===== src/rtl/input_sequencer.sv =====
// rtl/input_sequencer.sv - debounced buttons to move/select pulses with turn timer; AUTO_PICK_EN enables auto-pick on timeout

module input_sequencer #(
  parameter int DB_CYCLES    = 16,
  parameter int TICK_CYCLES  = 50_000_000,
  parameter int TURN_SECONDS = 15
) (
  input  logic       clk,
  input  logic       rst,
  input  logic       btn_move,
  input  logic       btn_select,
  input  logic       empty,
  input  logic       finish,
  output logic       move,
  output logic       select,
  output logic [4:0] seconds_left,
  output logic       timeout
);

  localparam int DBW = (DB_CYCLES > 1) ? $clog2(DB_CYCLES) : 1;
  localparam int TW  = (TICK_CYCLES > 1) ? $clog2(TICK_CYCLES) : 1;
  localparam logic [DBW-1:0] DB_LAST   = DBW'(DB_CYCLES - 1);
  localparam logic [TW-1:0]  TICK_LAST = TW'(TICK_CYCLES - 1);
  localparam logic [4:0]     TURN_INIT = 5'(TURN_SECONDS);

`ifdef AUTO_PICK_EN
  typedef enum logic [2:0] {IDLE, AUTO_MOVE, AUTO_WAIT, AUTO_SEL, HALT} state_t;
`else
  typedef enum logic {IDLE, HALT} state_t;
`endif

  // Index 0 is the move button, index 1 the select button.
  logic [1:0]     btn_raw;
  logic [1:0]     sync1_q, sync2_q;
  logic [1:0]     db_q, db_d;
  logic [1:0]     rise;
  logic [DBW-1:0] dbc_q [2];
  logic [DBW-1:0] dbc_d [2];

  state_t         state_q, state_d;
  logic           move_q, move_d;
  logic           select_q, select_d;
  logic           timeout_q, timeout_d;
  logic           mv_pend_q, mv_pend_d;
  logic           sel_pend_q, sel_pend_d;
  logic           sel_cnt_q, sel_cnt_d;
  logic [4:0]     sec_q, sec_d;
  logic [TW-1:0]  tick_q, tick_d;

  logic           slot_free, mv_want, sel_want, tick_wrap;

`ifdef AUTO_PICK_EN
  logic [3:0]     lfsr_q, lfsr_d;
  logic [3:0]     skip_q, skip_d;
  logic [5:0]     step_q, step_d;
  logic           wait_q, wait_d;
`endif

  assign btn_raw = {btn_select, btn_move};

  // Two-flop synchronizers and debounce state for both buttons
  always_ff @(posedge clk or negedge rst) begin
    if (!rst) begin
      sync1_q  <= '0;
      sync2_q  <= '0;
      db_q     <= '0;
      dbc_q[0] <= '0;
      dbc_q[1] <= '0;
    end else begin
      sync1_q  <= btn_raw;
      sync2_q  <= sync1_q;
      db_q     <= db_d;
      dbc_q[0] <= dbc_d[0];
      dbc_q[1] <= dbc_d[1];
    end
  end

  // Accept a new level after DB_CYCLES consecutive differing samples; flag accepted rising edges
  always_comb begin
    db_d     = db_q;
    rise     = '0;
    dbc_d[0] = '0;
    dbc_d[1] = '0;
    for (int i = 0; i < 2; i++) begin
      if (sync2_q[i] != db_q[i]) begin
        if (dbc_q[i] == DB_LAST) begin
          db_d[i] = sync2_q[i];
          rise[i] = sync2_q[i];
        end else begin
          dbc_d[i] = dbc_q[i] + DBW'(1);
        end
      end
    end
  end

  // A pulse may only start when neither output was high in the previous cycle.
  assign slot_free = !move_q && !select_q;
  assign mv_want   = mv_pend_q || rise[0];
  assign sel_want  = sel_pend_q || (rise[1] && !empty);
  assign tick_wrap = (tick_q == TICK_LAST);

  // Pulse arbitration, auto-pick sequencing, turn timer and halt handling
  always_comb begin
    state_d    = state_q;
    move_d     = 1'b0;
    select_d   = 1'b0;
    timeout_d  = 1'b0;
    mv_pend_d  = mv_pend_q;
    sel_pend_d = sel_pend_q;
    sel_cnt_d  = sel_cnt_q;
    sec_d      = sec_q;
    tick_d     = tick_wrap ? '0 : tick_q + TW'(1);
`ifdef AUTO_PICK_EN
    lfsr_d     = {lfsr_q[2:0], lfsr_q[3] ^ lfsr_q[2]};
    skip_d     = skip_q;
    step_d     = step_q;
    wait_d     = wait_q;
`endif

    case (state_q)
      IDLE: begin
        if (slot_free) begin
          if (mv_want) begin
            move_d     = 1'b1;
            mv_pend_d  = 1'b0;
            sel_pend_d = sel_want;
          end else if (sel_want) begin
            select_d   = 1'b1;
            sel_pend_d = 1'b0;
            mv_pend_d  = 1'b0;
          end
        end else begin
          mv_pend_d  = mv_want;
          sel_pend_d = sel_want;
        end
      end
`ifdef AUTO_PICK_EN
      AUTO_MOVE: begin
        if (slot_free) begin
          move_d  = 1'b1;
          step_d  = step_q + 6'd1;
          wait_d  = 1'b0;
          state_d = AUTO_WAIT;
        end
      end
      AUTO_WAIT: begin
        if (!wait_q) begin
          wait_d = 1'b1;
        end else if (skip_q != 4'd0 || empty) begin
          if (step_q >= 6'd32) begin
            // Searched a full lap without a usable tile: give the turn back.
            state_d   = IDLE;
            sec_d     = TURN_INIT;
            sel_cnt_d = 1'b0;
          end else begin
            state_d = AUTO_MOVE;
            if (skip_q != 4'd0) skip_d = skip_q - 4'd1;
          end
        end else begin
          state_d = AUTO_SEL;
        end
      end
      AUTO_SEL: begin
        if (slot_free) begin
          select_d = 1'b1;
          if (!sel_cnt_q) begin
            skip_d  = lfsr_q;
            step_d  = '0;
            state_d = AUTO_MOVE;
          end else begin
            state_d = IDLE;
          end
        end
      end
`endif
      HALT: ;
      default: state_d = IDLE;
    endcase

    // Button requests are discarded outside manual operation.
    if (state_q != IDLE) begin
      mv_pend_d  = 1'b0;
      sel_pend_d = 1'b0;
    end

    if (state_q == IDLE) begin
      if (tick_wrap && sec_q != 5'd0) begin
        sec_d = sec_q - 5'd1;
        if (sec_q == 5'd1) begin
          timeout_d = 1'b1;
          tick_d    = '0;
`ifdef AUTO_PICK_EN
          state_d    = AUTO_MOVE;
          move_d     = 1'b0;
          select_d   = 1'b0;
          mv_pend_d  = 1'b0;
          sel_pend_d = 1'b0;
          skip_d     = lfsr_q;
          step_d     = '0;
`endif
        end
      end
`ifndef AUTO_PICK_EN
      if (timeout_q) sec_d = TURN_INIT;
`endif
    end

    // Two issued selects make one turn.
    if (select_d) begin
      if (sel_cnt_q) begin
        sel_cnt_d = 1'b0;
        sec_d     = TURN_INIT;
      end else begin
        sel_cnt_d = 1'b1;
      end
    end
    if (timeout_d) sel_cnt_d = 1'b0;

    if (finish || state_q == HALT) begin
      state_d    = HALT;
      move_d     = 1'b0;
      select_d   = 1'b0;
      timeout_d  = 1'b0;
      mv_pend_d  = 1'b0;
      sel_pend_d = 1'b0;
      sel_cnt_d  = sel_cnt_q;
      sec_d      = sec_q;
    end
  end

  // Sequencer, timer and output registers
  always_ff @(posedge clk or negedge rst) begin
    if (!rst) begin
      state_q    <= IDLE;
      move_q     <= 1'b0;
      select_q   <= 1'b0;
      timeout_q  <= 1'b0;
      mv_pend_q  <= 1'b0;
      sel_pend_q <= 1'b0;
      sel_cnt_q  <= 1'b0;
      sec_q      <= TURN_INIT;
      tick_q     <= '0;
`ifdef AUTO_PICK_EN
      lfsr_q     <= 4'b1001;
      skip_q     <= '0;
      step_q     <= '0;
      wait_q     <= 1'b0;
`endif
    end else begin
      state_q    <= state_d;
      move_q     <= move_d;
      select_q   <= select_d;
      timeout_q  <= timeout_d;
      mv_pend_q  <= mv_pend_d;
      sel_pend_q <= sel_pend_d;
      sel_cnt_q  <= sel_cnt_d;
      sec_q      <= sec_d;
      tick_q     <= tick_d;
`ifdef AUTO_PICK_EN
      lfsr_q     <= lfsr_d;
      skip_q     <= skip_d;
      step_q     <= step_d;
      wait_q     <= wait_d;
`endif
    end
  end

  assign move         = move_q;
  assign select       = select_q;
  assign timeout      = timeout_q;
  assign seconds_left = sec_q;

endmodule


===== config.mk =====
export PLATFORM = sky130hd
export DESIGN_NAME = input_sequencer
export DESIGN_NICKNAME = d
export VERILOG_FILES = /design/src/rtl/input_sequencer.sv
export SDC_FILE = /design/constraint.sdc
export NUM_CORES = 1
export LEC_CHECK = 0
export CORE_AREA = 2 2 70 72
export CTS_CLUSTER_SIZE = 28
export DETAILED_ROUTE_END_ITERATION = 16
export DIE_AREA = 0 0 72 74
export GPL_TIMING_DRIVEN = 1
export PLACE_DENSITY = 0.73
export SYNTH_ARGS = -nofsm -noshare
export SYNTH_HDL_FRONTEND = slang
export SYNTH_SLANG_ARGS = --single-unit

===== constraint.sdc =====
create_clock -name clk -period 1.93 [get_ports clk]
set_input_delay 0.386 -clock clk [delete_from_list [all_inputs] [get_ports clk]]
set_output_delay 0.386 -clock clk [all_outputs]
set_load 0.005 [all_outputs]

== Word-level counts from Yosys, hierarchy flattened ==
Index checks and enable logic that the tools add are counted.
W data, S select, Z words.

* Add/sub/neg operators: 4
* Reductions and logical operators: 14
* Eq/ne operators: 7
* Bitwise operators: 1
* Muxes and demuxes: 42

{| class="wikitable"
|+ Operator list
! cell !! number
|-
| $mux W26 || 4
|-
| $mux W1 || 29
|-
| $add A26 B1 Y26 const B || 1
|-
| $eq A26 B26 Y1 const B || 1
|-
| $mux W5 || 5
|-
| $mux W4 || 4
|-
| $add A4 B1 Y4 const B || 2
|-
| $eq A4 B4 Y1 const B || 2
|-
| $reduce_and A2 Y1 || 3
|-
| $eq A5 B1 Y1 const B || 1
|-
| $ne A5 B2 Y1 const B || 1
|-
| $reduce_bool A5 Y1 || 1
|-
| $sub A5 B1 Y5 const B || 1
|-
| $logic_and A1 B1 Y1 || 3
|-
| $logic_not A1 Y1 || 3
|-
| $logic_or A1 B1 Y1 || 3
|-
| $ne A1 B1 Y1 || 2
|-
| $reduce_bool A2 Y1 || 1
|-
| $not A1 Y1 || 1
|}

* Register bits after elaboration: 52
* Word-level logic and storage cells: 83
* Output and inout port bits: 8

== Logic depth before layout (Yosys ltp) ==
Gate-level depths: netlist of the first run.

* Depth in word-level cells: 11
* Gate-level depth with buffers: 6
* Gate-level depth less buffers: 6

== Worst setup path after synthesis of the first run ==
Ideal clock, no wire load.

* Path type: register to register
* From: reg dbc_q[0] (netlist bit)
* To: reg sec_q[3], in the netlist seconds_left[3]
* Setup slack: 0.239 ns
* Data required time: 1.848 ns
* Cell stages (with the launch flop): 6
* Data arrival time: 1.609 ns
* Setup time: 0.082 ns
* Cells stage by stage: dfrtp_1 > ha_1 > and3_1 > a31oi_1 > o211ai_1 > mux2_2

* Cells in the longest elaborated chain, start to end: 10

{| class="wikitable"
|+ RTL lines
! what !! line !! text
|-
| from (decl) || 37 || <nowiki>logic [DBW-1:0] dbc_q [2];</nowiki>
|-
| $eq A4 B4 Y1 || 86 || <nowiki>if (dbc_q[i] == DB_LAST) begin</nowiki>
|-
| $mux W1 || 86 ||
|-
| $mux W1 || 85 || <nowiki>if (sync2_q[i] != db_q[i]) begin</nowiki>
|-
| $logic_and A1 B1 Y1 || 99 || <nowiki>assign sel_want = sel_pend_q || (rise[1] && !empty);</nowiki>
|-
| $logic_or A1 B1 Y1 || 99 ||
|-
| $mux W1 || 127 || <nowiki>end else if (sel_want) begin</nowiki>
|-
| $mux W1 || 123 || <nowiki>if (mv_want) begin</nowiki>
|-
| $mux W1 || 122 || <nowiki>if (slot_free) begin</nowiki>
|-
| $mux W1 || 120 || <nowiki>case (state_q)</nowiki>
|-
| $mux W5 || 209 || <nowiki>if (select_d) begin</nowiki>
|-
| to (signal assigned) || 241 || <nowiki>sec_q <= TURN_INIT;</nowiki>
|-
| to (signal assigned) || 257 || <nowiki>sec_q <= sec_d;</nowiki>
|-
| to (decl) || 47 || <nowiki>logic [4:0] sec_q, sec_d;</nowiki>
|}

No other way between the ends.
A chain may end at the register's enable or synchronous reset.

== Final worst setup path of the first run ==
* From: reg sec_q[0], in the netlist seconds_left[0]
* To: reg sec_q[3], in the netlist seconds_left[3]

* Cells in the longest elaborated chain, start to end: 7
* Elaborated cells on any way between the ends: 8
* Those cells by class: add/sub (1); mux (5); reduce/logical (2)

{| class="wikitable"
|+ RTL lines
! what !! line !! text
|-
| parallel branches: the longest is 2 deep, another holds $sub A5 B1 Y5 || -- ||
|-
| $mux W5 * || 187 || <nowiki>if (tick_wrap && sec_q != 5'd0) begin</nowiki>
|-
| $mux W5 * || 204 || <nowiki>if (timeout_q) sec_d = TURN_INIT;</nowiki>
|-
| $mux W5 * || 186 || <nowiki>if (state_q == IDLE) begin</nowiki>
|-
| $mux W5 || 210 || <nowiki>if (sel_cnt_q) begin</nowiki>
|-
| $mux W5 * || 209 ||
|}

Mark *: on every way between the ends.

==> results of run 1 <==
## layout make-up
| type | instances | area, um2 | area share |
|---|---|---|---|
| Clock buffer | 6 | 82.6 | 0.0268 |
| Clock inverter | 2 | 38.8 | 0.0126 |
| Inverter | 7 | 26.3 | 0.00853 |
| Multi-Input combinational cell | 174 | 1260 | 0.408 |
| Sequential cell | 52 | 1310 | 0.424 |
| Tap cell | 54 | 67.6 | 0.0219 |
| Timing Repair Buffer | 35 | 303 | 0.0983 |
## final timing paths
kind / end / slack, ps / cells after the start / from
setup / recovery: seconds_left[3]$_DFFE_PN1P_ / 100 / 5 / seconds_left[0]$_DFFE_PN1P_
hold / removal: dbc_q[2]$_DFF_PN0_ / 50 / 2 / rst
setup reg to reg: seconds_left[3]$_DFFE_PN1P_ / 100 / 5 / seconds_left[0]$_DFFE_PN1P_
hold reg to reg: sync2_q[0]$_DFF_PN0_ / 360 / 0 / sync1_q[0]$_DFF_PN0_
max in group asynchronous: seconds_left[2]$_DFFE_PN1P_ / 1600 / 2 / rst
min in group clk: sync2_q[0]$_DFF_PN0_ / 360 / 0 / sync1_q[0]$_DFF_PN0_
## cells in the final DEF, fill, tap and decap left out, types with 3 or more instances in the layout
cell type and count:
dfrtp_1 48, buf_4 21, nor2_1 18, nand3_1 13
clkdlybuf4s50_1 12, o21ai_0 10, xnor2_1 9, nand2_1 8
xor2_1 8, inv_1 7, nor3_1 7, a31oi_1 7
nand4_1 6, a21oi_1 6, ha_1 6, clkbuf_8 6
and4_1 5, or3_1 5, and3_1 4, o31ai_1 4
nor2b_1 4, nor4_1 4, dfstp_2 4, and3_2 3
nand4_4 3, or4_4 3, a21oi_2 3, or4_1 3
a21o_1 3, mux2_2 3
## cells by family (layout without fill, tap and decap cells)
| kind of cell | Yosys count | in the layout | synth area share |
|---|---|---|---|
| AO/OA/AOI/OAI | 46 | 46 | 0.117 |
| buffers and inverters | 15 | 50 | 0.0356 |
| AND/OR/NAND/NOR | 100 | 100 | 0.246 |
| XOR/XNOR | 17 | 17 | 0.0565 |
| multiplexers | 5 | 5 | 0.0204 |
| adder cells (fa/ha/maj) | 6 | 6 | 0.0285 |
| flip-flops | 52 | 52 | 0.495 |
## stage by stage
| stage | hold WS, ps | total power (uW) |
|---|---|---|
| global route | 71.1 | 2100 |
| CTS | 61.4 | 2030 |
| detailed placement | 339 | 1250 |
| floorplan | 90.4 | 1190 |
| finish | 50.7 | 2010 |
| global placement | 332 | 1240 |
## layer usage
metal | vias to the layer above | track usage | wire [um]
met5 | - | 0 | 0
met4 | 0 | 0.0671 | 72
met3 | 8 | 0.0434 | 148
met2 | 33 | 0.357 | 2400
met1 | 965 | 0.296 | 2390
li1 | 970 | - | -
## registers in the layout, summed over array words and instances, names as in the netlist
signal,cells
tick_q,26
select,1
sync2_q,2
timeout,1
db_q,2
sync1_q,2
move,1
mv_pend_q,1
sel_pend_q,1
state_q,1
seconds_left,5
sel_cnt_q,1
dbc_q,8
## critical path: stages, from the launching register on
cell     delay, ps
dfstp_2        590
inv_1           90
ha_1           230
a21o_1         210
nor4_1         270
mux2_2         370
## power groups by stage
stage | Combinational (uW) | Clock, uW | Sequential, uW
floorplan | 39.2 | 0 | 1150
global placement | 92.5 | 0 | 1150
detailed placement | 94.4 | 0 | 1150
CTS | 94.9 | 800 | 1130
global route | 108 | 850 | 1140
finish | 91.8 | 785 | 1130
## what timing repair did
item                       CTS  global route
setup endpoints to repair    0            11
buffers inserted             0             1
resized for setup            0             4
==> results.md, run 1 <==
* Die area at 5330 um2
* Post-Syn Area per Cell at 10.9 um2
* Leakage power at 0.00134 uW
* DP Worst Slack at -29.7 ps
* Status: complete, no violations
* Final WL at 5010 um
* Clock Skews at 4.97 ps
* CP Data Required Time at 2170 ps
* P&R area growth vs syn at 16.8%
* Die Wd at 72 um
* Drc violations at 0
* Post-Layout Cell Count at 330
* Final #Nets at 287
* Syn Std Cell Area at 2640 um2
* Total track usage at 0.218
* Critical path endpoint category: flip-flop
* Top cells by count, synth: dfrtp_1, nor2_1, nand3_1
* Area contributors post-synth: dfrtp_1, dfstp_2, xnor2_1
* GR Overflow Total at 0
* # setup viols final at 0
* Highest Clock Rate at 546 MHz
* Syn Nets at 253
* Placed cell count at 321
* Post-route clock period utilization at 0.949
* Int Pwr at 1580 uW
* Max Slew Vio Count at 0
* Die Y at 74 um
* Final hold vios at 0
* Fillcell total at 352
* PwrDens at 652 nW/um2
* Placed Instance Area at 2930 um2
* Worst Path Class, Setup: reg2reg
* Startpoint Class: flip-flop
* Fin worst setup slack at 97.8 ps
* Comb pwr share at 0.046
* CTS Root Cell: clkbuf_8
* Post-DRT Antenna Nets at 0
* Drt pass-1 iters at 4
* Count leader, synth: dfrtp_1
* Post-synth EDFFs at 0
* Routed vias/inst at 5.99
* CTS sink count at 52
* Initial Utilization at 0.573
* Switching share of power at 0.213
* Max_slew headroom at 0.694
* WL/cell at 15.2 um
* Clk buf depth at 2
* Core Area at 4600 um2
* Count of cell types in the netlist at 49
* Post-synth ARST share at 1.00
* Max-Cap Viols at 0
* Max VDD drop at 0.566 mV
* IO buf count at 13
* Clk pin slew, worst setup/hold paths at 90 ps
* RSZ-0062 raised after global routing: no
* Final HPWL DP at 3600 um
* Worst-Skew Late Latency at 300 ps
* Largest area contributor in the netlist: dfrtp_1
* Top cell type's share of synthesized area at 0.456
* Yosys reg bits at 52
* Reg power frac at 0.564
* CTS tree: yes
* Setup_tns at 0 ps
* Min Clock Period, post-route at 1830 ps
* Cts hold-fix bufs at 0
* Final core utilization at 0.670
* # rows at 25
* Ports at 14
* Vias in the first global route at 1955
* Post-Layout Inst Area at 3080 um2
* CTS H-tree depth at 2
* Mapped Cells at 241
* Seq/Total Area, Yosys at 0.495
* CP max FO at 5
* Synth Flop Type: dfrtp_1
* GP Congestion at 0.808
* Worst Hold Class: in2async
* Slew at the pin closest to its max-slew limit at 458 ps
* Largest net degree at the start of global routing at 53
* Global-route wire length before repair at 9160 um
* Synth warn at 0
* CTS buffer count at 5
* # diodes at 0
* Share of layout cells above drive strength 1 at 0.214
* Initial antenna violation count at 0
* Crit path DAT at 2070 ps
* Clock share of power at 0.391
* DR iter-0 viols at 157
* Vias at 1976
* Switching power at 427 uW
Power figures use the tool's default switching activity.
==> inputs of run 2 (changes only) <==
- SLEW_MARGIN: default -> 20
- clock period: 1.93 -> 2.3 ns (I/O delays scaled with it)
==> run 2 against run 1 <==
Effect of this change: critical endpoint unchanged; die area did not move; clock power fell by 31%; final cell count decreased by 4.8%; via count shrank 4.9%; global-route usage fell by 0.87 points.
==> results.md, run 2 (synthesized netlist as in run 1, its figures left out) <==
* Initial antenna violation count at 0
* CTS tree: yes
* Crit path DAT at 2180 ps
* Share of layout cells above drive strength 1 at 0.150
* Max-Cap Viols at 0
* WL/cell at 15.1 um
* Die area at 5330 um2
* Final HPWL DP at 3390 um
* Die Y at 74 um
* Die Wd at 72 um
* Final core utilization at 0.634
* Post-route clock period utilization at 0.845
* DP Worst Slack at 194 ps
* Highest Clock Rate at 514 MHz
* R2R Path Start: tick_q[10]$_DFF_PN0_
* Post-Layout Inst Area at 2920 um2
* Register Area at 1310 um2
* CTS Root Cell: clkbuf_8
* P&R area growth vs syn at 10.6%
* DR iter-0 viols at 61
* CTS H-tree depth at 2
* Worst Path Class, Setup: reg2reg
* # rows at 25
* Placed Instance Area at 2820 um2
* Routed vias/inst at 5.98
* Global-route wire length before repair at 8630 um
* Fin worst setup slack at 356 ps
* Post-DRT Antenna Nets at 0
* Top reg by flops: tick_q
* Worst-Skew Late Latency at 300 ps
* Post-CTS setup repair buffer count at 0
* Vias at 1879
* Largest net degree at the start of global routing at 32
* Drc violations at 0
* Clk buf depth at 2
* Setup_tns at 0 ps
* # resized after CTS at 0
* # diodes at 0
* CTS sink count at 52
* Status: complete, no violations
* Max VDD drop at 0.385 mV
* Min Clock Period, post-route at 1940 ps
* Startpoint Class: flip-flop
* Terminus of the critical flop-to-flop path: seconds_left[3]$_DFFE_PN1P_
* GR Overflow Total at 0
* CP Data Required Time at 2540 ps
* RSZ-0062 raised after global routing: no
* Max Slew Vio Count at 0
* Initial Utilization at 0.573
* Final WL at 4730 um
* Ports at 14
* Largest register FFs at 26
* Clk pin slew, worst setup/hold paths at 90 ps
* Vias in the first global route at 1894
* Max_slew headroom at 0.659
* Clock Skews at 3.36 ps
* Final hold vios at 0
* Drt pass-1 iters at 4
* Tot Pwr at 1570 uW
* Cts hold-fix bufs at 0
* Final #Nets at 271
* CTS buffer count at 5
* Most frequent cells in the layout: dfrtp_1, nor2_1, nand3_1
* Leakage power at 0.00124 uW
* PwrDens at 537 nW/um2
* GP Congestion at 0.857
* Total track usage at 0.209
* Core Area at 4600 um2
* CP max FO at 7
* Fillcell total at 381
* R2R cell count at 4
* Most common cell after layout, fill and taps aside: dfrtp_1
* Critical path endpoint category: flip-flop
* IO buf count at 13
* Slew at the pin closest to its max-slew limit at 511 ps
* Multi-input gate area at 1240 um2
* # setup viols final at 0
* Worst Hold Class: in2async
* Setup slack, reg-to-reg at 360 ps
[run 2: worst max-delay path: stages, from the launching register on]
cell and delay (ps):
dfrtp_1 460, nor4b_1 360, nand4_1 300, nor4_1 390
mux2_2 380
[run 2: metal layers]
layer / routed length, um / track usage
met1: 2210 / 0.267
met2: 2280 / 0.350
met3: 132 / 0.0474
met4: 104 / 0.0839
met5: 0 / 0
[run 2: worst max-delay path by stage]
stage	to	slack, ps	startpoint
after floorplan	seconds_left[3]$_DFFE_PN1P_	610	dbc_q[0]$_DFF_PN0_
after global placement	seconds_left[3]$_DFFE_PN1P_	230	finish
after detailed placement	seconds_left[3]$_DFFE_PN1P_	190	finish
after CTS	seconds_left[3]$_DFFE_PN1P_	340	tick_q[10]$_DFF_PN0_
after global routing	seconds_left[3]$_DFFE_PN1P_	170	tick_q[10]$_DFF_PN0_
final	seconds_left[3]$_DFFE_PN1P_	360	tick_q[10]$_DFF_PN0_
[run 2: power by group]
group	leakage [uW]	switching [uW]	internal, uW
clock	0.0000516	293	246
sequential	0.000677	16.9	933
combinational	0.000516	38.8	38.1
total	0.00124	349	1220
[run 2: metrics by stage]
step	hold WS, ps	std cells
4_1_cts	130	314
6_report	118	314
3_3_place_gp	331	306
3_5_place_dp	338	306
5_1_grt	148	314
2_1_floorplan	164	241
[run 2: area by class of cell]
cell class	instances	share of cell area
Tap cell	54	0.0232
Sequential cell	52	0.448
Multi-Input combinational cell	174	0.424
Timing Repair Buffer	19	0.0627
Clock buffer	6	0.0283
Inverter	7	0.00901
Clock inverter	2	0.00472
==> inputs of run 3 (changes only) <==
- CORE_AREA: 2 2 70 72 -> 2 2 74 76
- DIE_AREA: 0 0 72 74 -> 0 0 76 78
- PLACE_DENSITY: 0.73 -> 0.69
- clock period: 2.3 -> 1.7 ns (I/O delays scaled with it)
==> run 3 against run 2 <==
Effect of this change: die area rose by 11%; global-route usage fell by 0.82 points; sequential share of layout area shrank 7.2 points; sequential power grew 35%; final cell count up 20%; register-to-register slack got worse by 330 ps; via count grew 11%; first-iteration DRC count is 39% higher; critical path type unchanged; wire length rose by 18%; combinational power grew 73%.
==> results.md, run 3 (synthesized netlist as in run 1, its figures left out) <==
* Post-Layout Inst Area at 3490 um2
* Top reg by flops: tick_q
* Final WL at 5590 um
* PwrDens at 673 nW/um2
* Die area at 5930 um2
* Largest net degree at the start of global routing at 28
* Worst Hold Class: in2async
* Setup crit end: seconds_left[2]$_DFFE_PN1P_
* Share of layout cells above drive strength 1 at 0.360
* R2R Path Start: tick_q[11]$_DFF_PN0_
* Setup slack, reg-to-reg at 30 ps
* CP delay by family, top: simple AND/OR/NAND/NOR gates
* RSZ-0062 raised after global routing: yes
* Highest Clock Rate at 597 MHz
* Placed Instance Area at 3120 um2
* Max Slew Vio Count at 0
* Initial Utilization at 0.523
* # diodes at 0
* Vias at 2079
* IO buf count at 13
* Vias in the first global route at 2111
* R2R cell count at 5
* Clock share of power at 0.396
* Global-route wire length before repair at 9520 um
* Ports at 14
* Switching power at 495 uW
* Routed vias/inst at 5.50
* Crit path DAT at 1930 ps
* Slew at the pin closest to its max-slew limit at 424 ps
* CTS Root Cell: clkbuf_8
* Max-Cap Viols at 0
* Initial antenna violation count at 0
* Final hold vios at 0
* GP Congestion at 0.821
* Largest register FFs at 26
* CP max FO at 5
* # rows at 26
* CTS H-tree depth at 2
* Drt pass-1 iters at 4
* # setup viols final at 0
* CTS buffer count at 5
* Worst-Skew Late Latency at 310 ps
* Fillcell total at 359
* DR iter-0 viols at 85
* GR Overflow Total at 0
* DP Worst Slack at -264 ps
* WL/cell at 14.8 um
* Total track usage at 0.201
* CP cell instances: nor4b_2 -> nand4_1 -> buf_6 -> or4_4 -> nand3_1
* Worst Path Class, Setup: reg2reg
* CTS tree: yes
* Status: complete, no violations
* Terminus of the critical flop-to-flop path: seconds_left[2]$_DFFE_PN1P_
* Max_slew headroom at 0.715
* Stages on the worst setup path at 5
* Clock Skews at 6.22 ps
* Drc violations at 0
* Most common cell after layout, fill and taps aside: buf_4
* CTS sink count at 52
* Worst Setup SP: tick_q[11]$_DFF_PN0_
* CP bufs+invs at 1
* Critical path endpoint category: flip-flop
* Tot Pwr at 2350 uW
* Final HPWL DP at 3880 um
* Most frequent cells in the layout: buf_4, dfrtp_1, nor2_1
* Reg power frac at 0.547
* Fin worst setup slack at 25.3 ps
* CP Data Required Time at 1950 ps
* Die Y at 78 um
* Core Area at 5040 um2
* Clk pin slew, worst setup/hold paths at 90 ps
* Startpoint Class: flip-flop
* Final #Nets at 319
* Switching share of power at 0.211
* Min Clock Period, post-route at 1670 ps
* Comb pwr share at 0.057
* P&R area growth vs syn at 32.3%
* CP max-delay cell: or4_4
* Clk buf depth at 2
* Max VDD drop at 0.480 mV
* Leakage power at 0.00156 uW
* Post-DRT Antenna Nets at 0
* Post-route clock period utilization at 0.985
* Int Pwr at 1850 uW
* Crit-path max cell delay at 500 ps
* Die Wd at 76 um
==> run 3: timing repair <==
action | 4_1_cts | 5_1_grt
endpoints found under the hold margin | 16 | 0
pin swaps | 2 | 13
endpoints found under the setup margin | 22 | 24
gates cloned | 0 | 1
setup buffers | 4 | 5
resized for setup | 11 | 35
hold buffers | 1 | 0
==> run 3: stage by stage <==
stage,setup TNS (ps),cells,hold WS [ps],util
finish,0,378,353,0.692
detailed placement,-1650,359,145,0.618
global placement,-1050,359,148,0.618
global route,-92.7,378,354,0.692
CTS,0,372,352,0.659
floorplan,0,241,44.4,-
==> run 3: final cells by class <==
class / instances / area, um2 / share of cell area
multi-input combinational: 174 / 1370 / 0.392
sequential: 52 / 1310 / 0.376
timing repair buffer: 67 / 567 / 0.162
clock buffer: 7 / 96.3 / 0.0276
tap: 70 / 87.6 / 0.0251
clock inverter: 1 / 30.0 / 0.00861
inverter: 7 / 26.3 / 0.00753
==> run 3: worst min path at each step <==
stage / start / to / slack (ps)
floorplan: rst / db_q[0]$_DFFE_PN0P_ / 40
global placement: rst / dbc_q[2]$_DFF_PN0_ / 150
CTS: rst / dbc_q[2]$_DFF_PN0_ / 350
global route: rst / dbc_q[2]$_DFF_PN0_ / 350
detailed placement: rst / dbc_q[2]$_DFF_PN0_ / 150
finish: rst / dbc_q[2]$_DFF_PN0_ / 350
==> run 3: power groups by stage <==
stage	sequential [uW]	combinational [uW]	clock, uW
after floorplan	1310	44.5	0
after global placement	1310	114	0
after detailed placement	1310	116	0
after CTS	1280	128	947
after global routing	1290	153	1000
final	1280	133	929
==> run 3: routing by layer <==
| metal | global-route usage | up-vias | wire (um) |
|---|---|---|---|
| met5 | 0 | - | 0 |
| met2 | 0.347 | 35 | 2810 |
| met1 | 0.254 | 1008 | 2550 |
| li1 | - | 1032 | - |
| met3 | 0.0360 | 4 | 175 |
| met4 | 0.0745 | 0 | 51 |
